`src/rtl/mips_ctrl_pkg.sv`:
```
// Shared definitions for the MIPS multicycle control unit: FSM states,
// opcode constants, datapath select encodings and the control-vector type.
package mips_ctrl_pkg;

  typedef enum logic [3:0] {
    S_FETCH,
    S_DECODE,
    S_MEMADR,
    S_MEMRD,
    S_MEMWB,
    S_MEMWR,
    S_EXEC,
    S_ALUWB,
    S_BRANCH,
    S_JUMP,
    S_IMMEX,
    S_IMMWB,
    S_TRAP
  } state_e;

  // Supported opcodes (IR[31:26])
  localparam logic [5:0] OP_RTYPE = 6'h00;
  localparam logic [5:0] OP_J     = 6'h02;
  localparam logic [5:0] OP_BEQ   = 6'h04;
  localparam logic [5:0] OP_BNE   = 6'h05;
  localparam logic [5:0] OP_ADDI  = 6'h08;
  localparam logic [5:0] OP_SLTI  = 6'h0A;
  localparam logic [5:0] OP_ANDI  = 6'h0C;
  localparam logic [5:0] OP_ORI   = 6'h0D;
  localparam logic [5:0] OP_LUI   = 6'h0F;
  localparam logic [5:0] OP_LW    = 6'h23;
  localparam logic [5:0] OP_SW    = 6'h2B;

  // PC source select
  localparam logic [1:0] PC_SRC_ALU    = 2'b00;
  localparam logic [1:0] PC_SRC_ALUOUT = 2'b01;
  localparam logic [1:0] PC_SRC_JUMP   = 2'b10;

  // ALU B-operand select
  localparam logic [1:0] SRCB_RT      = 2'b00;
  localparam logic [1:0] SRCB_FOUR    = 2'b01;
  localparam logic [1:0] SRCB_IMM     = 2'b10;
  localparam logic [1:0] SRCB_IMM_SH2 = 2'b11;

  // ALU operation class
  localparam logic [1:0] ALU_ADD   = 2'b00;
  localparam logic [1:0] ALU_SUB   = 2'b01;
  localparam logic [1:0] ALU_FUNCT = 2'b10;
  localparam logic [1:0] ALU_IMM   = 2'b11;

  // Immediate extension mode
  localparam logic [1:0] EXT_SIGN = 2'b00;
  localparam logic [1:0] EXT_ZERO = 2'b01;
  localparam logic [1:0] EXT_LUI  = 2'b10;

  // Complete set of datapath controls driven by the FSM
  typedef struct packed {
    logic       mem_req;
    logic       mem_we;
    logic       iord;
    logic       ir_write;
    logic       pc_write;
    logic [1:0] pc_src;
    logic       reg_write;
    logic       reg_dst;
    logic       mem_to_reg;
    logic       alu_src_a;
    logic [1:0] alu_src_b;
    logic [1:0] alu_op;
    logic [1:0] ext_mode;
    logic       illegal;
  } ctrl_t;

  // State reached from DECODE for a given opcode
  function automatic state_e dispatch_state(input logic [5:0] op);
    case (op)
      OP_LW, OP_SW:                             return S_MEMADR;
      OP_RTYPE:                                 return S_EXEC;
      OP_BEQ, OP_BNE:                           return S_BRANCH;
      OP_J:                                     return S_JUMP;
      OP_ADDI, OP_SLTI, OP_ANDI, OP_ORI, OP_LUI: return S_IMMEX;
      default:                                  return S_TRAP;
    endcase
  endfunction

  // Logical immediates zero-extend, lui shifts, arithmetic sign-extends
  function automatic logic [1:0] imm_ext_mode(input logic [5:0] op);
    case (op)
      OP_ANDI, OP_ORI: return EXT_ZERO;
      OP_LUI:          return EXT_LUI;
      default:         return EXT_SIGN;
    endcase
  endfunction

endpackage

```
`src/rtl/mips_ctrl_outdec.sv`:
```
// Combinational decoder from FSM state and latched opcode to the raw
// control vector. Write strobes that depend on the memory handshake or the
// branch condition are produced unqualified here; the top gates them.
module mips_ctrl_outdec
  import mips_ctrl_pkg::*;
(
  input  state_e      state_i,
  input  logic [5:0]  op_i,
  output ctrl_t       ctrl_o
);

  // Per-state control vector, everything inactive unless the state sets it
  always_comb begin
    // NOTE: the all-zero default ahead of the case keeps every field assigned on every path, so no latch is inferred.
    ctrl_o = '0;
    unique case (state_i)
      S_FETCH: begin
        ctrl_o.mem_req   = 1'b1;
        ctrl_o.alu_src_b = SRCB_FOUR;
        ctrl_o.alu_op    = ALU_ADD;
        ctrl_o.pc_src    = PC_SRC_ALU;
        ctrl_o.ir_write  = 1'b1;
        ctrl_o.pc_write  = 1'b1;
      end
      S_DECODE: begin
        ctrl_o.alu_src_b = SRCB_IMM_SH2;
        ctrl_o.ext_mode  = EXT_SIGN;
        ctrl_o.alu_op    = ALU_ADD;
      end
      S_MEMADR: begin
        ctrl_o.alu_src_a = 1'b1;
        ctrl_o.alu_src_b = SRCB_IMM;
        ctrl_o.ext_mode  = EXT_SIGN;
        ctrl_o.alu_op    = ALU_ADD;
      end
      S_MEMRD: begin
        ctrl_o.mem_req = 1'b1;
        ctrl_o.iord    = 1'b1;
      end
      S_MEMWB: begin
        ctrl_o.reg_write  = 1'b1;
        ctrl_o.mem_to_reg = 1'b1;
      end
      S_MEMWR: begin
        ctrl_o.mem_req = 1'b1;
        ctrl_o.mem_we  = 1'b1;
        ctrl_o.iord    = 1'b1;
      end
      S_EXEC: begin
        ctrl_o.alu_src_a = 1'b1;
        ctrl_o.alu_src_b = SRCB_RT;
        ctrl_o.alu_op    = ALU_FUNCT;
      end
      S_ALUWB: begin
        ctrl_o.reg_write = 1'b1;
        ctrl_o.reg_dst   = 1'b1;
      end
      S_BRANCH: begin
        ctrl_o.alu_src_a = 1'b1;
        ctrl_o.alu_src_b = SRCB_RT;
        ctrl_o.alu_op    = ALU_SUB;
        ctrl_o.pc_src    = PC_SRC_ALUOUT;
        ctrl_o.pc_write  = 1'b1;
      end
      S_JUMP: begin
        ctrl_o.pc_write = 1'b1;
        ctrl_o.pc_src   = PC_SRC_JUMP;
      end
      S_IMMEX: begin
        ctrl_o.alu_src_a = 1'b1;
        ctrl_o.alu_src_b = SRCB_IMM;
        ctrl_o.alu_op    = ALU_IMM;
        ctrl_o.ext_mode  = imm_ext_mode(op_i);
      end
      S_IMMWB: begin
        ctrl_o.reg_write = 1'b1;
      end
      S_TRAP: begin
        ctrl_o.illegal = 1'b1;
      end
      default: ctrl_o = '0;
    endcase
  end

endmodule

```
`src/rtl/mips_multicycle_ctrl.sv`:
```
// Multicycle control FSM for the MIPS simple core. Holds the state, the
// opcode latched in DECODE and the retired-instruction counter, and
// qualifies handshake/branch strobes on top of the decoded control vector.
module mips_multicycle_ctrl
  import mips_ctrl_pkg::*;
#(
  parameter int unsigned CNT_W = 32
) (
  input  logic             clk,
  input  logic             rst_n,
  input  logic [5:0]       opcode,
  input  logic [5:0]       funct,
  input  logic             alu_zero,
  input  logic             mem_ready,
  output logic             mem_req,
  output logic             mem_we,
  output logic             iord,
  output logic             ir_write,
  output logic             pc_write,
  output logic [1:0]       pc_src,
  output logic             reg_write,
  output logic             reg_dst,
  output logic             mem_to_reg,
  output logic             alu_src_a,
  output logic [1:0]       alu_src_b,
  output logic [1:0]       alu_op,
  output logic [1:0]       ext_mode,
  output logic             illegal,
  output logic [CNT_W-1:0] retired
);

  state_e           state_q, state_d;
  logic [5:0]       op_q, op_d;
  logic [CNT_W-1:0] retired_q, retired_d;
  logic             retire;
  logic             take_branch;
  ctrl_t            ctrl_raw;
  ctrl_t            ctrl;

  // funct is decoded by the ALU control, not here
  logic unused_funct;
  assign unused_funct = ^funct;

  mips_ctrl_outdec u_outdec (
    .state_i (state_q),
    .op_i    (op_q),
    .ctrl_o  (ctrl_raw)
  );

  // Next state, opcode latch and retire pulse
  always_comb begin
    state_d = state_q;
    op_d    = op_q;
    retire  = 1'b0;
    unique case (state_q)
      S_FETCH:  if (mem_ready) state_d = S_DECODE;
      S_DECODE: begin
        op_d    = opcode;
        state_d = dispatch_state(opcode);
      end
      S_MEMADR: state_d = (op_q == OP_SW) ? S_MEMWR : S_MEMRD;
      S_MEMRD:  if (mem_ready) state_d = S_MEMWB;
      S_MEMWR: begin
        if (mem_ready) begin
          retire  = 1'b1;
          state_d = S_FETCH;
        end
      end
      S_EXEC:   state_d = S_ALUWB;
      S_IMMEX:  state_d = S_IMMWB;
      S_MEMWB, S_ALUWB, S_BRANCH, S_JUMP, S_IMMWB: begin
        retire  = 1'b1;
        state_d = S_FETCH;
      end
      S_TRAP:   state_d = S_TRAP;
      default:  state_d = S_FETCH;
    endcase
    retired_d = retired_q + CNT_W'(retire);
  end

  // State, opcode and counter registers with synchronous reset
  always_ff @(posedge clk) begin
    // NOTE: sequential state uses non-blocking assignments so every register samples pre-edge values.
    if (!rst_n) begin
      state_q   <= S_FETCH;
      op_q      <= '0;
      retired_q <= '0;
    end else begin
      state_q   <= state_d;
      op_q      <= op_d;
      retired_q <= retired_d;
    end
  end

  // Gate handshake- and condition-dependent strobes; reset silences all
  always_comb begin
    take_branch = ((op_q == OP_BEQ) &  alu_zero) |
                  ((op_q == OP_BNE) & ~alu_zero);
    ctrl = ctrl_raw;
    if (state_q == S_FETCH) begin
      ctrl.ir_write = ctrl_raw.ir_write & mem_ready;
      ctrl.pc_write = ctrl_raw.pc_write & mem_ready;
    end
    if (state_q == S_BRANCH) begin
      ctrl.pc_write = ctrl_raw.pc_write & take_branch;
    end
    if (!rst_n) begin
      ctrl = '0;
    end
  end

  assign mem_req    = ctrl.mem_req;
  assign mem_we     = ctrl.mem_we;
  assign iord       = ctrl.iord;
  assign ir_write   = ctrl.ir_write;
  assign pc_write   = ctrl.pc_write;
  assign pc_src     = ctrl.pc_src;
  assign reg_write  = ctrl.reg_write;
  assign reg_dst    = ctrl.reg_dst;
  assign mem_to_reg = ctrl.mem_to_reg;
  assign alu_src_a  = ctrl.alu_src_a;
  assign alu_src_b  = ctrl.alu_src_b;
  assign alu_op     = ctrl.alu_op;
  assign ext_mode   = ctrl.ext_mode;
  assign illegal    = ctrl.illegal;
  assign retired    = retired_q;

endmodule
```
`config.mk`:
```
export PLATFORM = sky130hd
export DESIGN_NAME = mips_multicycle_ctrl
export DESIGN_NICKNAME = d
export VERILOG_FILES = /design/src/rtl/mips_ctrl_pkg.sv /design/src/rtl/mips_ctrl_outdec.sv /design/src/rtl/mips_multicycle_ctrl.sv
export SDC_FILE = /design/constraint.sdc
export NUM_CORES = 1
export LEC_CHECK = 0
export ABC_CLOCK_PERIOD_IN_PS = 2600
export BUFFER_PORTS_ARGS = -buffer_cell sky130_fd_sc_hd__buf_2
export CORE_MARGIN = 2
export CORE_UTILIZATION = 47
export DETAILED_ROUTE_END_ITERATION = 10
export GPL_TIMING_DRIVEN = 0
export PLACE_DENSITY = 0.74
export SYNTH_ARGS = -nofsm -noshare
export SYNTH_HDL_FRONTEND = slang
export SYNTH_SLANG_ARGS = --single-unit
```
`constraint.sdc`:
```
create_clock -name clk -period 2.6 [get_ports clk]
set_input_delay 0.52 -clock clk [delete_from_list [all_inputs] [get_ports clk]]
set_output_delay 0.52 -clock clk [all_outputs]
set_load 0.01 [all_outputs]
```
* Word-level counts from Yosys, hierarchy flattened
Cells that the tools add are included.
** Storage, ports and cells
- Flip-flop bits (word level) :: 42
- Input bits :: 16
- Output and inout port bits :: 50
- Word-level logic and storage cells :: 78
** Cells by class
- $add $sub $neg :: 1
- Equality and inequality tests :: 31
- Mux-type cells :: 24
- Bitwise gates (word level) :: 7
- Reduce and logical (&&, ||, !) cells :: 12
** Operator list (number)
- $eq 6x4->1 const B :: 8
- $add 32x1->32 :: 1
- $pmux 4 s8 :: 1
- $eq 6x3->1 const B :: 4
- $pmux 4 s6 :: 1
- $eq 4x4->1 const B :: 5
- $pmux 4 s5 :: 1
- $eq 6x6->1 const B :: 3
- $mux 18 :: 1
- $eq 4x3->1 const B :: 4
- $mux 4 :: 3
- $mux 1 :: 11
- $reduce_or 5->1 :: 2
- $pmux 3 s3 :: 1
- $eq 4x2->1 const B :: 2
- $reduce_or 2->1 :: 4
- $eq 6x2->1 const B :: 1
- $logic_not 6->1 :: 1
- $ne 2x2->1 const B :: 3
- $reduce_or 3->1 :: 2
- $and 1x1->1 :: 5
- $eq 4x1->1 const B :: 1
- $logic_not 4->1 :: 1
- $mux 2 :: 2
- 7 further kinds :: 7

* Longest topological paths before layout
Gate-level depths: netlist (run 1).
- Word-level depth :: 6
- Mapped depth :: 12

* By module
Synthesis (run 1) repeated with hierarchy kept, for this count alone.
** Unflattened totals
- Cell total of the unflattened synthesis :: 312
- Area total of the unflattened synthesis :: 2577.5 um^2
** By module, submodules not included
- mips_multicycle_ctrl :: times used 1, cells an instance 275, area an instance 2331.0 um^2, seq. area each 840.8 um^2
- mips_ctrl_outdec :: times used 1, cells an instance 37, area an instance 246.5 um^2, seq. area each 0.0 um^2

* Worst setup path after synthesis (run 1)
Ideal clock, no wire load.
- Path type :: register -> register
- From :: reg state_q[2]
- To :: reg retired_q[28] (netlist: retired[28])
- Setup time :: 0.128 ns
- Data arrival time :: 2.540 ns
- Required time :: 2.472 ns
- Slack :: -0.067 ns
- Stages on the path, launching flop included :: 12
- Clock period less this slack :: 2.667 ns
- Cell sequence :: dfxtp_1 -> clkbuf_1 -> clkbuf_1 -> a21oi_1 -> a211oi_1 -> ha_1 -> ha_1 -> nand2_1 -> nor3_1 -> nand3_1 -> xor2_1 -> nor2_1
** On the way
- Word-level cells in the longest chain between the ends :: 4
** RTL lines
- from (decl) :: line mips_multicycle_ctrl.sv:32 : state_e state_q, state_d;
- from (signal assigned) :: line mips_multicycle_ctrl.sv:89 : state_q <= state_d;
- $eq 4x4->1 / $eq 4x3->1 (equally long branches) :: line mips_multicycle_ctrl.sv:55 : unique case (state_q)
- $reduce_or 5->1 :: line mips_multicycle_ctrl.sv:55
- $pmux 1 s2 (*) :: line mips_multicycle_ctrl.sv:55
- $add 32x1->32 (*) :: line mips_multicycle_ctrl.sv:78 : retired_d = retired_q + CNT_W'(retire);
- to (signal assigned) :: line mips_multicycle_ctrl.sv:91 : retired_q <= retired_d;
- to (decl) :: line mips_multicycle_ctrl.sv:34 : logic [CNT_W-1:0] retired_q, retired_d;
Mark *: on every way between the ends. The rest lies on a longest branch, timed or not.
A chain may end at the register's enable or synchronous reset.

* Worst setup path after layout (run 1)
- From :: reg state_q[2]
- To :: reg retired_q[17] (netlist: retired[17])
Same word-level chain as after synthesis.

==> results of run 1 <==
==> critical path, cell delays in order, from the launching register on <==
cell and delay (ns):
dfxtp_2 0.39, clkbuf_4 0.22, clkbuf_4 0.21, a21oi_1 0.08, a211oi_1 0.23, ha_2 0.29
nand3_1 0.18, nor4_2 0.39, nand3_1 0.15, xor2_1 0.15, nor2_1 0.05
==> per-layer routing <==
metal / track usage [%] / vias to the layer above
met3: 5.01 / 9
met4: 6.87 / 0
met2: 34.1 / 55
met1: 27.8 / 1093
met5: 0 / -
li1: - / 1154
==> path summary, 6_finish.rpt <==
path                                start                      to  slack (ns)
setup / recovery  state_q[2]$_SDFFE_PN0P_  retired[17]$_SDFF_PN0_        0.14
hold / removal       op_q[2]$_SDFFE_PN0P_    op_q[2]$_SDFFE_PN0P_        0.47
setup reg to reg  state_q[2]$_SDFFE_PN0P_  retired[17]$_SDFF_PN0_        0.14
hold reg to reg      op_q[2]$_SDFFE_PN0P_    op_q[2]$_SDFFE_PN0P_        0.47
==> cell usage after synthesis, types with 2 or more instances <==
cell       n  area [sq um]
a31oi_1    2          12.5
nand2b_1  11          68.8
a21oi_1   14          70.1
a211oi_1   2          15.0
dfxtp_1   42           841
xor2_1    25           219
nand3b_1   2          15.0
clkbuf_1  15          56.3
o21ai_0    6          30.0
nand2_1   26          97.6
nor4_1     6          37.5
nor3_1    14          70.1
and3_1     8          50.1
ha_1       2          25.0
xnor2_1    7          61.3
nand3_1   18          90.1
nand4_1   11          68.8
o311ai_0   2          17.5
nor3b_1    2          15.0
nor2b_1    4          25.0
and2_1     6          37.5
inv_1      6          22.5
nor2_1    45           169
and4_1     3          26.3
==> sequential cells by signal, summed over array words and instances (netlist names) <==
register,count
op_q,6
retired,32
state_q,4
==> logic make-up after synthesis <==
family / Yosys count / synth area share [%]
adders and majority gates: 3 / 1.51
and+or+nand+nor: 163 / 37.1
muxes: 1 / 0.433
DFF: 42 / 36.3
xor gates and xnor gates: 32 / 12.1
buffers and inverters: 23 / 4.06
AOI/OAI and AO/OA: 32 / 8.44
==> layout make-up <==
cell class / instances / share of cell area, %
Tap cell: 67 / 2.93
Buffer: 15 / 2.54
Multi-Input combinational cell: 231 / 49.6
Sequential cell: 42 / 29.4
Clock inverter: 1 / 1.05
Timing Repair Buffer: 60 / 10.8
Inverter: 6 / 0.919
Clock buffer: 7 / 2.67
==> what timing repair did <==
action / in CTS / in global routing
setup buffers: 1 / 3
setup endpoints to repair: 25 / 18
cloned: 0 / 0
pin swaps: 1 / 2
resized for setup: 9 / 7
==> power breakdown <==
group	total [mW]	switching (mW)	internal, mW	leakage [nW]
Combinational	0.140	0.0854	0.0548	0.859
Clock	0.511	0.223	0.287	0.0524
Sequential	0.666	0.0124	0.654	0.340
==> out/qor.csv, run 1 <==
stage;metric;value;unit
status;outcome;completed;
layout;final_area;2860;sq um
power;p_per_area;460;nW/um^2
drt;m1WireLength;2640;microns
drt;wl;5730;microns
flow_run;maxCapViolCount;0;
layout;mostFrequentLayoutCells;56 x buf_2, 45 x nor2_1, 41 x dfxtp_1;
layout;nFillCells;446;
grt;grt_start_max_net_pins;14;
timing;fin_ws;0.144;ns
timing;whs;0.473;ns
clock_tree;clock_sinks;42;
critical_path;cp.arrival;2.63;ns
critical_path;worstSetupPathType;register to register;
clock_tree;cts_tree;done;
clock_tree;clk_pin_slew;0.08;ns
die;io_pins;66;
drt;highest_layer;met4;
critical_path;startpoint_type;register;
clock_tree;cts_buffers;5;
grt;grt_pass1_vias;2010;
layout;nets;379;
placed_design;io_buffers;56;
grt;track_usage;21.1;%
critical_path;r2r_cells;10;
synth;synth-edff-count;0;
timing;fmax;0.407;GHz
layout;stdcell_count;429;
drt;wl_per_cell;13.4;microns
die;core-area;4720;sq um
drt;dr_wl_met2;2720;microns
drt;viasPerCell;5.39;
timing;post-route-period-util;94.5;%
clock_tree;ctsHoldBuffers;0;
timing;rsz0062_at_grt;true;
grt;grt_pass1_wl;9110;microns
placed_design;placed_area;2680;sq um
synth;async_flop_share;0;%
timing;tns;0;ns
die;num_rows;25;
timing;report.final.setup_viol;0;
layout;regArea;842;sq um
power;peakVddDrop;0.000338;V
placed_design;pre_cts_ws;-0.573;ns
timing;slew-limit-headroom;48.7;%
synth;syn_nets;314;
layout;final_core_util;60.6;%
placed_design;gp_congestion;0.912;
timing;worstMarginPinSlew;0.763;ns
clock_tree;cts_root_buf;clkbuf_8;
power;power.leakage;1.25;nW
clock_tree;clockBufferDepth;2;
critical_path;end_kind;register;
drt;wl_met3;290;microns
synth;ys_seq_area_share;36.3;%
drt;ant_nets;0;
synth;ys_ff_latch;42;
die;dieArea;5500;sq um
worst_hold_path;hold_class;register to register;
grt;antenna_found_initial;0;
clock_tree;cts_htree_levels;2;
die;die_y;74.2;microns
layout;final_common_cell;buf_2;
drt;drt_iter0_markers;86;
drt;drc;0;
placed_design;dpl.cell_count;419;
clock_tree;insertion_delay;0.30;ns
synth;syn_area;2310;sq um
placed_design;dpl.hpwl;4190;microns
critical_path;required;2.78;ns
layout;drive_gt1_share;23.5;%
synth;yosysUniqueCellTypes;41;
critical_path;path_max_fanout;10;
layout;n_antenna_cell;0;
layout;multi_input_area;1420;sq um
die;initial_core_util;49.0;%
timing;skew;0.00893;ns
worst_hold_path;hold_depth;2;
timing;layout_min_cycle_time;2.46;ns
timing;drv_slew;0;
power;finalPower;1.32;mW
grt;overflow;0;
synth;synth_flop_cell;dfxtp_1;
drt;via_count;2311;
timing;hold_violations;0;
synth;syn_area_per_cell;7.82;sq um
synth;yosys_warnings;0;
die;dieWidth;74.2;microns
drt;first_pass_iters;4;
layout;syn2layout_area_growth;23.6;%
synth;synth_cells;296;
No activity file was read; power rests on OpenSTA's default activity.
==> inputs of run 2 (changes only) <==
--- a/config.mk
+++ b/config.mk
@@ -7,10 +7,11 @@
 export LEC_CHECK = 0
 export ABC_CLOCK_PERIOD_IN_PS = 2600
 export BUFFER_PORTS_ARGS = -buffer_cell sky130_fd_sc_hd__buf_2
-export CORE_MARGIN = 2
+export CORE_MARGIN = 3
 export CORE_UTILIZATION = 47
 export DETAILED_ROUTE_END_ITERATION = 10
 export GPL_TIMING_DRIVEN = 0
+export MAX_ROUTING_LAYER = met4
 export PLACE_DENSITY = 0.74
 export SYNTH_ARGS = -nofsm -noshare
 export SYNTH_HDL_FRONTEND = slang
==> out/qor.csv, run 2 (same netlist as run 1, synthesis figures left out) <==
stage;metric;value;unit;change
status;outcome;completed;;
die;initial_core_util;50.7;%;+1.7 points
timing;slew-limit-headroom;44.3;%;-4.4 points
critical_path;startpoint_type;register;;
critical_path;reg2reg_from;state_q[2]$_SDFFE_PN0P_;;
clock_tree;cts_buffers;5;;unchanged
power;p_per_area;466;nW/um^2;+1.3%
critical_path;crit_end;retired[28]$_SDFF_PN0_;;
timing;hold_violations;0;;unchanged
timing;tns;0;ns;unchanged
drt;ant_nets;0;;unchanged
flow_run;maxCapViolCount;0;;unchanged
grt;track_usage;20.4;%;-0.71 points
layout;stdcell_count;421;;-1.9%
die;num_rows;24;;-4.0%
drt;first_pass_iters;4;;unchanged
drt;via_count;2242;;-3.0%
clock_tree;clk_pin_slew;0.08;ns;about the same
clock_tree;clockBufferDepth;2;;unchanged
placed_design;dpl.hpwl;4110;microns;-1.8%
clock_tree;cts_setup_buffers;0;;-1
layout;nets;373;;-1.6%
layout;nFillCells;453;;+1.6%
timing;drv_slew;0;;unchanged
layout;final_area;2810;sq um;-1.9%
critical_path;cp-startpoint;state_q[2]$_SDFFE_PN0P_;;
timing;skew;0.00207;ns;-0.00687 ns
timing;fmax;0.420;GHz;+3.1%
die;core-area;4560;sq um;-3.4%
grt;antenna_found_initial;0;;unchanged
grt;grt_pass1_vias;2127;;+5.8%
die;dieWidth;76.2;microns;+2.7%
layout;syn2layout_area_growth;21.3;%;
drt;drt_iter0_markers;109;;+27%
critical_path;r2r-end;retired[28]$_SDFF_PN0_;;
drt;viasPerCell;5.33;;-1.1%
clock_tree;cts_htree_levels;2;;unchanged
critical_path;required;2.77;ns;about the same
power;peakVddDrop;0.000253;V;-25%
drt;drc;0;;unchanged
timing;whs;0.481;ns;+0.00824 ns
placed_design;placed_area;2680;sq um;about the same
power;power.leakage;1.24;nW;-0.75%
critical_path;end_kind;register;;
grt;grt_start_max_net_pins;14;;unchanged
grt;overflow;0;;unchanged
timing;report.final.setup_viol;0;;unchanged
layout;drive_gt1_share;22.8;%;-0.73 points
critical_path;r2r_cells;10;;unchanged
drt;wl_per_cell;13.0;microns;-2.9%
layout;final_common_cell;buf_2;;
timing;worstMarginPinSlew;0.829;ns;+0.0652 ns
worst_hold_path;hold_class;register to register;;
placed_design;gp_congestion;0.923;;+1.3%
die;dieArea;5800;sq um;+5.5%
critical_path;cp.arrival;2.55;ns;-0.08 ns
timing;layout_min_cycle_time;2.38;ns;-0.0741 ns
clock_tree;cts_tree;done;;
layout;mostFrequentLayoutCells;57 x buf_2, 45 x nor2_1, 39 x dfxtp_1;;
die;die_y;76.2;microns;+2.7%
placed_design;io_buffers;56;;unchanged
critical_path;path_max_fanout;19;;+9
clock_tree;clock_sinks;42;;unchanged
clock_tree;insertion_delay;0.29;ns;about the same
critical_path;r2r_slack;0.22;ns;+0.07 ns
layout;largest_register_ffs;32;;unchanged
drt;wl;5460;microns;-4.7%
layout;n_antenna_cell;0;;unchanged
critical_path;worstSetupPathType;register to register;;
worst_hold_path;hp-start;op_q[2]$_SDFFE_PN0P_;;
timing;post-route-period-util;91.6;%;-2.9 points
clock_tree;cts_root_buf;clkbuf_8;;
timing;rsz0062_at_grt;true;;
grt;grt_pass1_wl;9750;microns;+7.0%
die;io_pins;66;;unchanged
placed_design;dpl.cell_count;417;;-0.48%
[run 2: metal layers]
layer	vias to the layer above	wire length [microns]	GRT usage, %
met4	0	27	4.71
met5	-	0	-
met2	65	2680	35.6
met3	2	261	3.78
met1	1028	2490	24.4
li1	1147	-	-
[run 2: area by class of cell]
class	count	area, sq um	area share, %
Timing Repair Buffer	56	280	9.99
Clock inverter	3	40.0	1.43
Sequential cell	42	845	30.1
Clock buffer	5	68.8	2.45
Inverter	6	22.5	0.803
Buffer	13	66.3	2.36
Tap cell	65	81.3	2.90
Multi-Input combinational cell	231	1400	50.0
[run 2: per-stage QoR]
| stage | utilization [%] | power [mW] | setup slack [ns] |
|---|---|---|---|
| final | 61.5 | 1.31 | 0.218 |
| after global routing | 61.5 | 1.37 | -0.000930 |
| after CTS | 61.6 | 1.32 | 0.0351 |
| after detailed placement | 58.7 | 0.815 | -0.541 |
| after floorplan | - | 0.771 | 0.0291 |
| after global placement | 58.7 | 0.813 | -0.523 |
[run 2: what timing repair did]
action                     CTS  global route
hold buffers                 0             0
pin swaps                    1             1
resized for setup           10             6
setup endpoints to repair   20            18
[run 2: worst min-delay path by stage]
stage | endpoint | slack, ns | depth (start not counted)
floorplan | op_q[2]$_SDFFE_PN0P_ | 0.44 | 2
global placement | op_q[2]$_SDFFE_PN0P_ | 0.45 | 2
detailed placement | op_q[2]$_SDFFE_PN0P_ | 0.46 | 2
CTS | op_q[2]$_SDFFE_PN0P_ | 0.47 | 2
global route | op_q[2]$_SDFFE_PN0P_ | 0.48 | 2
finish | op_q[2]$_SDFFE_PN0P_ | 0.48 | 2
[run 2: report_power, final]
group / switching [mW] / internal (mW) / total [mW]
Sequential: 0.0150 / 0.654 / 0.669
Combinational: 0.0813 / 0.0512 / 0.133
Clock: 0.224 / 0.283 / 0.507
Total: 0.321 / 0.988 / 1.31
[run 2: worst max-delay path, cell delays in order, from the launching register on]
cell and delay (ns):
dfxtp_2 0.41, buf_6 0.19, a21oi_1 0.08, a211oi_1 0.24, ha_2 0.29, ha_2 0.25, nand2_1 0.16, nor3_4 0.31
nand3_1 0.13, xor2_1 0.15, nor2_1 0.05
